**src/rtl/dequant_pkg.sv**
```systemverilog
// dequant_pkg: shared FSM states and fp32 constants for the dequant scheduler
package dequant_pkg;
  typedef enum logic [1:0] {IDLE, GRANT, ISSUE} state_e;
  typedef logic [31:0] fp32_t;
  localparam fp32_t FP32_ONE  = 32'h3F800000;
  localparam fp32_t FP32_ZERO = 32'h00000000;
endpackage

```
**src/rtl/dequant_sched_dequant.sv**
```systemverilog
// dequant: unsigned int8 lane times fp32 scale (truncating), saturated to a positive nonzero amax
module dequant
  import dequant_pkg::*;
(
  input  logic [7:0] q,
  input  fp32_t      scale,
  input  fp32_t      amax,
  output fp32_t      y
);
  logic [31:0] prod;
  logic [4:0]  lead;
  logic [9:0]  exp_r;
  fp32_t       raw;
  always_comb begin
    prod = {8'd0, 1'b1, scale[22:0]} * {24'd0, q};
    lead = 5'd23;
    for (int i = 24; i < 32; i++) if (prod[i]) lead = 5'(i);
    exp_r = {2'b00, scale[30:23]} + 10'(lead) - 10'd23;
    raw = (scale[30:23] == 8'd0) ? {scale[31], 31'd0} :
          (exp_r >= 10'd255) ? {scale[31], 8'hFF, 23'd0} :
          {scale[31], exp_r[7:0], 23'(prod >> (lead - 5'd23))};
    y = (!amax[31] && amax[30:0] != 31'd0 && raw[30:0] > amax[30:0]) ? {raw[31], amax[30:0]} : raw;
  end
endmodule

```
**src/rtl/dequant_sched_rr_arbiter.sv**
```systemverilog
// rr_arbiter: combinational round-robin pick, first requester at or after ptr
module rr_arbiter #(
  parameter int N = 2,
  parameter int W = 1
) (
  input  logic [N-1:0] req,
  input  logic [W-1:0] ptr,
  output logic [N-1:0] gnt,
  output logic [W-1:0] win
);
  logic hit;
  always_comb begin
    win = '0;
    hit = 1'b0;
    for (int i = N - 1; i >= 0; i--)
      if (req[(int'(ptr) + i) % N]) begin
        win = W'((int'(ptr) + i) % N);
        hit = 1'b1;
      end
    gnt = hit ? N'(1) << win : '0;
  end
endmodule

```
**src/rtl/dequant_sched.sv**
```systemverilog
// dequant_sched: round-robin sharing of one dequant datapath, lanes serialised to a tagged fp32 stream
module dequant_sched
  import dequant_pkg::*;
#(
  parameter int NUM_REQ = 2,
  parameter int LANES   = 4,
  parameter int ID_W    = (NUM_REQ > 1) ? $clog2(NUM_REQ) : 1
) (
  input  logic                       clk,
  input  logic                       rst,
  input  logic                       cfg_we,
  input  logic [ID_W-1:0]            cfg_id,
  input  logic [31:0]                cfg_scale,
  input  logic [31:0]                cfg_amax,
  input  logic [NUM_REQ-1:0]         req_valid,
  input  logic [NUM_REQ*8*LANES-1:0] req_data,
  output logic [NUM_REQ-1:0]         req_ready,
  output logic                       out_valid,
  input  logic                       out_ready,
  output logic [31:0]                out_data,
  output logic [ID_W-1:0]            out_id,
  output logic                       out_last,
  output logic                       busy
);
  localparam int CW = (LANES > 1) ? $clog2(LANES) : 1;
  state_e             state;
  logic [ID_W-1:0]    ptr, win, cur_id;
  logic [NUM_REQ-1:0] gnt;
  logic [8*LANES-1:0] word;
  logic [CW-1:0]      cnt;
  fp32_t              scale [NUM_REQ];
  fp32_t              amax [NUM_REQ];
  fp32_t              cur_scale, cur_amax, dq;
  logic [7:0]         lane;
  logic               adv, last, own_cfg;
  rr_arbiter #(.N(NUM_REQ), .W(ID_W)) u_arb (.req(req_valid), .ptr(ptr), .gnt(gnt), .win(win));
  dequant u_dq (.q(lane), .scale(cur_scale), .amax(cur_amax), .y(dq));
  assign lane      = word[int'(cnt)*8 +: 8];
  assign last      = cnt == CW'(LANES - 1);
  assign adv       = !out_valid || out_ready;
  assign own_cfg   = cfg_we && cfg_id == win;
  assign req_ready = (state == GRANT) ? gnt : '0;
  assign busy      = state != IDLE || out_valid;
  // In-flight words run on their latched scale/amax, so owner writes take effect from the next word.
  always_ff @(posedge clk or posedge rst)
    if (rst) begin
      for (int i = 0; i < NUM_REQ; i++) begin
        scale[i] <= FP32_ONE;
        amax[i]  <= FP32_ZERO;
      end
    end else if (cfg_we && int'(cfg_id) < NUM_REQ) begin
      scale[cfg_id] <= cfg_scale;
      amax[cfg_id]  <= cfg_amax;
    end
  always_ff @(posedge clk or posedge rst)
    if (rst) begin
      state     <= IDLE;
      ptr       <= '0;
      cur_id    <= '0;
      word      <= '0;
      cnt       <= '0;
      cur_scale <= FP32_ZERO;
      cur_amax  <= FP32_ZERO;
      out_valid <= 1'b0;
      out_data  <= FP32_ZERO;
      out_id    <= '0;
      out_last  <= 1'b0;
    end else begin
      if (out_valid && out_ready) out_valid <= 1'b0;
      case (state)
        IDLE: if (|req_valid) state <= GRANT;
        GRANT:
          if (|req_valid) begin
            state     <= ISSUE;
            cur_id    <= win;
            ptr       <= (win == ID_W'(NUM_REQ - 1)) ? '0 : win + 1'b1;
            word      <= req_data[int'(win)*8*LANES +: 8*LANES];
            cur_scale <= own_cfg ? cfg_scale : scale[win];
            cur_amax  <= own_cfg ? cfg_amax : amax[win];
            cnt       <= '0;
          end else state <= IDLE;
        ISSUE:
          if (adv) begin
            out_valid <= 1'b1;
            out_data  <= (lane == 8'd0) ? FP32_ZERO : dq;
            out_id    <= cur_id;
            out_last  <= last;
            cnt       <= last ? '0 : cnt + 1'b1;
            if (last) state <= IDLE;
          end
        default: state <= IDLE;
      endcase
    end
endmodule

```
**config.mk**
```make
export PLATFORM = sky130hd
export DESIGN_NAME = dequant_sched
export DESIGN_NICKNAME = d
export VERILOG_FILES = /design/src/rtl/dequant_pkg.sv /design/src/rtl/dequant_sched_dequant.sv /design/src/rtl/dequant_sched_rr_arbiter.sv /design/src/rtl/dequant_sched.sv
export SDC_FILE = /design/constraint.sdc
export NUM_CORES = 1
export LEC_CHECK = 0
export CORE_UTILIZATION = 25
export CTS_CLUSTER_SIZE = 40
export DETAILED_ROUTE_END_ITERATION = 10
export GPL_TIMING_DRIVEN = 0
export PLACE_DENSITY = 0.5
export SYNTH_ARGS = -nofsm -noshare
export SYNTH_HDL_FRONTEND = slang
export SYNTH_SLANG_ARGS = --single-unit
export TNS_END_PERCENT = 5
```
**constraint.sdc**
```tcl
create_clock -name clk -period 20.7 [get_ports clk]
set_input_delay 4.14 -clock clk [delete_from_list [all_inputs] [get_ports clk]]
set_output_delay 4.14 -clock clk [all_outputs]
set_load 0.005 [all_outputs]
```
==> reports/qor.yml, run 1 <==
setup_path:
  cp-start-kind: "flop"
  arrival_ns: 15.06
  max_stage_delay_ns: 0.64
  endpoint_kind: "flop"
  required_ns: 21.20
  cp_max_fo: 10
  path_class: "flop to flop"
  crit_slowest_cell: "xnor2_1"
  cpMostUsedCell: "clkbuf_1"
synthesis:
  synth_compound_area_frac: 0.123
  ys_top_cells_by_area: "dfrtp_1 30%, fa_1 13%, mux2_2 7.3%"
  synth-xor-area-share: 0.0199
  synth_flop_cell: "dfrtp_1"
  synth-seq-area-share: 0.320
  synth_edf_count: 0
  synth_top_family_by_area: "adder cells"
  synthesis.area_um2: 20700
  synth_mux_area_frac: 0.151
  synthArstFlopShare: 1.00
  synth_area_leader_cell: "dfrtp_1"
  synthSimpleGateAreaFrac: 0.143
  synth_nets: 2504
  synth_cell_type_count: 75
  ys_warn_count: 0
  synth_fa_ha_area_frac: 0.183
  yosysTopAreaCellShare: 0.303
  syn_area_per_cell_um2: 9.67
  synth-seq-cells: 265
  synth_cells: 2145
detailed_routing:
  wl_per_cell_um: 18.1
  wirelength_um: 62400
  route.vias.total: 16421
  detail_route.first_pass.iterations: 5
  viasPerCell: 4.77
  drcViolationCount: 0
  antenna_left: 0
  drt_iter0_markers: 834
global_route:
  grt_busiest_layer: "met2"
  grt_max_degree: 121
  grt-ovfl-total: 0
  grt_pass1_wl_um: 101000
  grtUsageMet2: 0.269
  grt_use_met3: 0.0140
  antenna_found_initial: 1
  grt_pass1_vias: 17463
  grtUsageMet1: 0.190
  grt_usage: 0.149
final_layout:
  layout_commonest_cell: "nand2_1"
  final_cell_mix: "300 x nand2_1, 251 x dfrtp_1, 206 x inv_1"
  nets: 2708
  drive_gt1_frac: 0.107
  area_growth_pct: 19.5
  diodes: 0
timing:
  fin_setup_tns_ns: 0
  clock_skew_ns: 0.0307
  worstMarginPinSlew_ns: 1.10
  rsz0062_at_grt: "no"
  finalSetupViolations: 0
  period_share: 0.703
  finalHoldViolCount: 0
  min_period_ns: 14.56
  maxSlewViolCount: 0
  fmax_mhz: 68.7
  relSlewSlack: 0.261
clocking:
  clk_path_buf_depth: 3
  clk_pin_slew_ns: 0.06
  cts_tree: "built"
  cts_buffers: 28
  insertion_delay_ns: 0.59
  cts_hold_buf: 0
  post_cts_resized: 0
  htree_levels: 1
  cts-root-buf: "clkbuf_16"
  cts_setup_buffers: 0
  cts.sinks: 265
die:
  die_area_um2: 84100
  io_pins: 173
  initial_utilization: 0.253
  row_count: 105
  die_w_um: 290
  chipHeight_um: 290
  core_um2: 82100
worst_hold_path:
  hold_path.class: "flop to flop"
status:
  status: "finished clean"
place:
  port_buffers: 172
  dp.final_hpwl_um: 50100
  finalWeightedCongestion: 0.888
flow_run:
  max-cap-violations: 0
[critical path, delay by kind of cell, from the launching register on]
| kind | cells | cell delay (ns) |
|---|---|---|
| xor gates and xnor gates | 3 | 1.07 |
| muxes | 1 | 0.53 |
| AOI/OAI and AO/OA | 19 | 4.68 |
| DFF | 1 | 0.35 |
| buffers and inverters | 10 | 3.33 |
| and+or+nand+nor | 7 | 1.32 |
| adders and majority gates | 7 | 3.15 |
[flip-flops by register name (all words and copies together) (netlist names)]
register,cells
word,32
state,2
out_valid,1
cur_scale,32
cur_amax,32
cur_id,1
scale,64
out_last,1
cnt,2
ptr,1
out_id,1
amax,64
out_data,32
[kinds of logic (layout without fill, tap and decap cells)]
| logic type | after synthesis | after routing |
|---|---|---|
| compound gates | 415 | 415 |
| xor+xnor | 42 | 42 |
| fa+ha+maj | 224 | 224 |
| buf+inv | 318 | 543 |
| flops | 265 | 265 |
| mux | 259 | 259 |
| simple gates | 622 | 622 |
[through the flow]
| stage | setup WS, ns | util | cell area (um^2) | hold slack, ns | cells |
|---|---|---|---|---|---|
| after floorplan | 8.72 | - | 20700 | 0.429 | 2145 |
| after global placement | 6.06 | 0.290 | 23800 | 0.448 | 3387 |
| after detailed placement | 6.30 | 0.291 | 23900 | 0.456 | 3389 |
| after CTS | 6.21 | 0.302 | 24800 | 0.466 | 3440 |
| after global routing | 4.89 | 0.302 | 24800 | 0.487 | 3440 |
| final | 6.14 | 0.302 | 24800 | 0.464 | 3440 |
[cell usage after synthesis (3+ instances only)]
| library cell | number |
|---|---|
| o31ai_1 | 3 |
| dfrtp_1 | 251 |
| nor2_1 | 64 |
| a21o_1 | 19 |
| xnor2_1 | 25 |
| buf_1 | 16 |
| a31oi_1 | 9 |
| or4_1 | 4 |
| a22o_1 | 6 |
| nand2_1 | 300 |
| o211ai_1 | 9 |
| or3_1 | 5 |
| mux2_2 | 135 |
| and2_1 | 154 |
| mux4_2 | 30 |
| inv_1 | 207 |
| a21oi_1 | 64 |
| nand4_1 | 11 |
| dfstp_2 | 14 |
| nand3_1 | 18 |
| o21a_1 | 7 |
| buf_4 | 3 |
| fa_1 | 133 |
| a31o_2 | 3 |
| nor2b_1 | 13 |
| xor2_1 | 14 |
| nor4_1 | 14 |
| mux2i_1 | 94 |
| o21ai_1 | 11 |
| o21bai_1 | 4 |
| ha_1 | 91 |
| a21boi_0 | 3 |
| a211oi_1 | 10 |
| clkbuf_1 | 86 |
| nor3_1 | 12 |
| and3_1 | 5 |
| nand2b_1 | 11 |
| a22oi_1 | 53 |
| o21ai_0 | 182 |
| a221o_1 | 3 |
| buf_6 | 3 |
[per-layer routing]
metal  routed length, um  part of all wire
met3                2330             0.037
met4                1200             0.019
met1               27400              0.44
met5                  11           0.00018
met2               31500              0.50
[layout make-up]
type                            count  area [um^2]
Fill cell                        8451        57300
Multi-Input combinational cell   1562        12900
Sequential cell                   265         6650
Timing Repair Buffer              174         1780
Tap cell                         1070         1340
Clock buffer                       43          847
Inverter                          208          788
Buffer                            110          449
Clock inverter                      8         71.3
[worst paths after layout]
kind                            startpoint           to  slack [ns]  cells after the start
worst min register to register    state[0]     state[0]        0.46                      1
min in group asynchronous              rst       cur_id        3.90                      2
worst min-delay path              state[0]     state[0]        0.46                      1
max in group asynchronous              rst    scale[49]       15.90                      3
worst max register to register      cnt[0]  out_data[7]        6.14                     47
worst max-delay path                cnt[0]  out_data[7]        6.14                     47
Power of run 1 is not shown: default switching activity piles up to over one toggle a cycle in this logic, so the estimate is an artifact.
==> run 2, diff against run 1 <==
==> constraint.sdc (replaced) <==
create_clock -name clk -period 14 [get_ports clk]
set_input_delay 2.8 -clock clk [delete_from_list [all_inputs] [get_ports clk]]
set_output_delay 2.8 -clock clk [all_outputs]
set_load 0.005 [all_outputs]
==> run 2 against run 1 <==
Effect of this change:
- worst setup slack worse by 5.2 ns
- fmax is 11% higher
- final area is 0.46% higher
- first-iteration DRC count is 0.24% lower
- sequential cell count stayed put
- critical path type unchanged
- largest cell class unchanged
==> reports/qor.yml, run 2 (same netlist as run 1, synthesis figures left out) <==
die:
  die_area_um2: 84100
  io_pins: 173
  die_w_um: 290
  chipHeight_um: 290
  core_um2: 82100
  row_count: 105
  initial_utilization: 0.253
setup_path:
  cp_num_cells: 47
  cp-start-kind: "flop"
  required_ns: 14.50
  ff2ff_path_depth: 47
  crit_slowest_cell: "mux4_2"
  cp_max_fo: 10
  rrSetupSlack_ns: 0.90
  endpoint_kind: "flop"
  crit_family: "compound AO/OA/AOI/OAI gates"
  max_stage_delay_ns: 0.66
  arrival_ns: 13.60
  path_class: "flop to flop"
  r2r_start: "cnt[0]"
  path_buf_inv: 10
  timing.rr.end: "out_data[12]"
global_route:
  grt-ovfl-total: 0
  grt_pass1_wl_um: 101000
  grt_busiest_layer: "met2"
  grt_use_met3: 0.0140
  antenna_found_initial: 1
  grt_max_degree: 121
  grt_usage: 0.149
  grt_pass1_vias: 17452
  grtUsageMet1: 0.190
  grtUsageMet2: 0.268
status:
  status: "finished clean"
final_layout:
  drive_gt1_frac: 0.118
  area_growth_pct: 20.0
  seqCellArea_um2: 6650
  final_cell_mix: "300 x nand2_1, 251 x dfrtp_1, 206 x inv_1"
  fillers: 8452
  layout_commonest_cell: "nand2_1"
  finalCoreUtilization: 0.303
  reg_top3: "amax x64, scale x64"
  nets: 2711
  multiInputGateArea_um2: 12900
  instances_no_fill: 3443
  diodes: 0
detailed_routing:
  wl_per_cell_um: 18.1
  detail_route.first_pass.iterations: 5
  drt_iter0_markers: 832
  drcViolationCount: 0
  viasPerCell: 4.76
  wirelength_um: 62500
  antenna_left: 0
  route.vias.total: 16401
place:
  pre_cts_ws_ns: -0.396
  dp_cells: 3389
  finalWeightedCongestion: 0.888
  port_buffers: 172
  dp.final_hpwl_um: 50100
timing:
  relSlewSlack: 0.287
  setup_ws_ns: 0.902
  finalSetupViolations: 0
  rsz0062_at_grt: "no"
  finalHoldViolCount: 0
  maxSlewViolCount: 0
  min_period_ns: 13.10
  clock_skew_ns: 0.0321
  worstMarginPinSlew_ns: 1.06
  fmax_mhz: 76.3
  period_share: 0.936
worst_hold_path:
  holdPathStages: 1
  hold_path.class: "flop to flop"
  worstHoldStart: "state[0]"
  min_to: "state[0]"
clocking:
  cts_tree: "built"
  cts.sinks: 265
  htree_levels: 1
  cts_hold_buf: 0
  insertion_delay_ns: 0.59
  cts_buffers: 28
  clk_path_buf_depth: 3
  cts-root-buf: "clkbuf_16"
  clk_pin_slew_ns: 0.06
flow_run:
  max-cap-violations: 0
## run 2: cell count changes in the layout (fill, tap and decap cells not counted), moves of 3 or more
| cell | change |
|---|---|
| clkbuf_2 | +11 |
| clkbuf_1 | -10 |
| buf_1 | -4 |
| buf_4 | +3 |
## run 2: per-layer routing
| metal | part of all wire | wire [um] | vias to the layer above |
|---|---|---|---|
| met5 | 0.00018 | 11 | - |
| met4 | 0.020 | 1220 | 2 |
| met3 | 0.038 | 2360 | 74 |
| met2 | 0.50 | 31500 | 332 |
| met1 | 0.44 | 27400 | 8284 |
| li1 | - | - | 7709 |
## run 2: worst reg2reg max path, delay by kind of cell (launching register included)
family	cells	cell delay, ns
flops	1	0.36
mux	1	0.66
xor+xnor	3	1.01
buf+inv	10	2.28
simple gates	7	1.24
compound gates	19	4.32
fa+ha+maj	7	3.10
## run 2: area by class of cell
class | instances | share of cell area
Timing Repair Buffer | 177 | 0.0723
Clock inverter | 8 | 0.00286
Tap cell | 1070 | 0.0538
Multi-Input combinational cell | 1562 | 0.520
Clock buffer | 43 | 0.0340
Buffer | 110 | 0.0188
Sequential cell | 265 | 0.267
Inverter | 208 | 0.0317
## run 2: metrics by stage
| stage | TNS, ns | instance area (um^2) | hold slack, ns |
|---|---|---|---|
| after CTS | 0 | 24800 | 0.466 |
| final | 0 | 24900 | 0.464 |
| after detailed placement | -5.91 | 23900 | 0.456 |
| after floorplan | 0 | 20700 | 0.429 |
| after global routing | 0 | 24900 | 0.487 |
| after global placement | -4.93 | 23800 | 0.448 |
## run 2: how the worst max path moves through the flow
stage / from / endpoint
final: cnt[0] / out_data[12]
after global routing: cnt[0] / out_data[4]
after CTS: cnt[0] / out_data[7]
after detailed placement: cnt[0] / out_data[7]
after global placement: cnt[0] / out_data[13]
after floorplan: cnt[0] / out_data[1]
## run 2: repair_timing
action                                  CTS  global route
setup buffers                             0             3
endpoints found under the setup margin   30            31
gates resized for setup                   6            31
pin swaps                                 0             2
Power of run 2 is left out for the same reason.
==> run 3, diff against run 2 <==
--- a/config.mk
+++ b/config.mk
@@ -6,10 +6,13 @@
 export NUM_CORES = 1
 export LEC_CHECK = 0
 export CORE_UTILIZATION = 25
+export CTS_CLUSTER_DIAMETER = 60
 export CTS_CLUSTER_SIZE = 40
 export DETAILED_ROUTE_END_ITERATION = 10
 export GPL_TIMING_DRIVEN = 0
+export MAX_ROUTING_LAYER = met4
 export PLACE_DENSITY = 0.5
+export SLEW_MARGIN = 40
 export SYNTH_ARGS = -nofsm -noshare
 export SYNTH_HDL_FRONTEND = slang
 export SYNTH_SLANG_ARGS = --single-unit
==> run 3 against run 2 <==
Effect of this change:
- sequential share of layout area is 0.26 points higher
- count of clock-buffer cells in the layout is 17 lower
- final cell count is 0.35% lower
- fmax is 0.64% lower
- wire length hardly changed
- hold slack better by 0.0013 ns
- first-iteration DRC count is 1.3% higher
- critical path type unchanged
==> reports/qor.yml, run 3 (same netlist as run 1, synthesis figures left out) <==
clocking:
  clk_pin_slew_ns: 0.08
  cts.sinks: 265
  insertion_delay_ns: 0.55
  htree_levels: 1
  cts-root-buf: "clkbuf_16"
  cts_buffers: 21
  clk_path_buf_depth: 3
  cts_tree: "built"
timing:
  maxSlewViolCount: 0
  period_share: 0.942
  relSlewSlack: 0.416
  fmax_mhz: 75.9
  min_period_ns: 13.18
  finalHoldViolCount: 0
  worstMarginPinSlew_ns: 0.876
  finalSetupViolations: 0
  clock_skew_ns: 0.0207
detailed_routing:
  route.vias.total: 16299
  drcViolationCount: 0
  drt_iter0_markers: 843
  detail_route.first_pass.iterations: 5
  viasPerCell: 4.75
  wl_per_cell_um: 18.2
  wirelength_um: 62500
  antenna_left: 0
die:
  core_um2: 82100
  die_w_um: 290
  initial_utilization: 0.253
  row_count: 105
  io_pins: 173
  die_area_um2: 84100
  chipHeight_um: 290
final_layout:
  seqCellArea_um2: 6650
  multiInputGateArea_um2: 12900
  final_cell_mix: "300 x nand2_1, 251 x dfrtp_1, 206 x inv_1"
  final_area_um2: 24700
  area_growth_pct: 18.9
  reg_top3: "amax x64, scale x64"
  drive_gt1_frac: 0.112
  layout_commonest_cell: "nand2_1"
  fillers: 8504
  nets: 2703
setup_path:
  path_class: "flop to flop"
  crit_slowest_cell: "mux4_2"
  cpMostUsedCell: "fa_1"
  endpoint_kind: "flop"
  max_stage_delay_ns: 0.69
  arrival_ns: 13.65
  cp-start-kind: "flop"
  required_ns: 14.47
  cp_max_fo: 11
flow_run:
  max-cap-violations: 0
global_route:
  grt_usage: 0.153
  grt_pass1_vias: 17253
  antenna_found_initial: 4
  grt-ovfl-total: 0
  grt_max_degree: 82
  grt_pass1_wl_um: 99500
worst_hold_path:
  hold_path.class: "flop to flop"
status:
  status: "finished clean"
place:
  finalWeightedCongestion: 0.908
  postPlaceCellArea_um2: 23900
  port_buffers: 172
  dp.final_hpwl_um: 50300
run 3: cell types whose count changed in the layout (fill, tap and decap cells not counted), sizes merged:
cell    previous run  this run
clkinv             7         3
diode              0         2
buf               27        28
clkbuf           131       112
inv              208       216
run 3: layout make-up:
cell class | instances | area share
multi-input cells | 1562 | 0.524
flip-flops and latches | 265 | 0.270
repair buffers | 177 | 0.0738
well taps | 1070 | 0.0543
inverters | 208 | 0.0320
clock buffers | 26 | 0.0225
plain buffers | 109 | 0.0188
clock inverters | 12 | 0.00477
diodes | 2 | 0.000203
run 3: final timing paths:
kind,cells past startpoint,from,slack (ns),end
min in group asynchronous,2,rst,2.69,cur_id
max,49,cnt[0],0.82,out_data[12]
min reg2reg,1,state[0],0.47,state[0]
max reg2reg,49,cnt[0],0.82,out_data[12]
max in group asynchronous,4,rst,10.25,out_data[4]
min,1,state[0],0.47,state[0]
run 3: per-stage QoR:
| step | instances | util | hold slack, ns | setup slack [ns] | setup TNS (ns) |
|---|---|---|---|---|---|
| 5_1_grt | 3431 | 0.300 | 0.489 | -0.00352 | -0.00352 |
| 4_1_cts | 3427 | 0.299 | 0.472 | 0.343 | 0 |
| 3_5_place_dp | 3390 | 0.291 | 0.456 | -0.560 | -9.77 |
| 6_report | 3431 | 0.300 | 0.465 | 0.817 | 0 |
| 2_1_floorplan | 2145 | - | 0.429 | 2.02 | 0 |
| 3_3_place_gp | 3387 | 0.290 | 0.448 | -0.405 | -6.48 |
run 3: critical path, delay by kind of cell, from the launching register on:
family	cells	cell delay, ns
muxes	2	0.91
buffers and inverters	11	2.05
adders and majority gates	8	3.28
and+or+nand+nor	6	1.41
xor gates and xnor gates	2	0.60
DFF	1	0.35
AOI/OAI and AO/OA	20	4.46
run 3: timing repair:
action | in CTS | in global routing
gates resized for setup | 7 | 12
buffers inserted | 0 | 2
hold buffers | 0 | 0
setup endpoints to repair | 30 | 31
pin swaps | 0 | 1
run 3: layer usage:
metal,global-route usage,share of wire,up-vias
met5,-,0,-
met4,0.0523,0.033,0
met3,0.0183,0.044,82
met2,0.254,0.48,342
met1,0.191,0.44,8168
li1,-,-,7707
Power of run 3 is left out for the same reason.
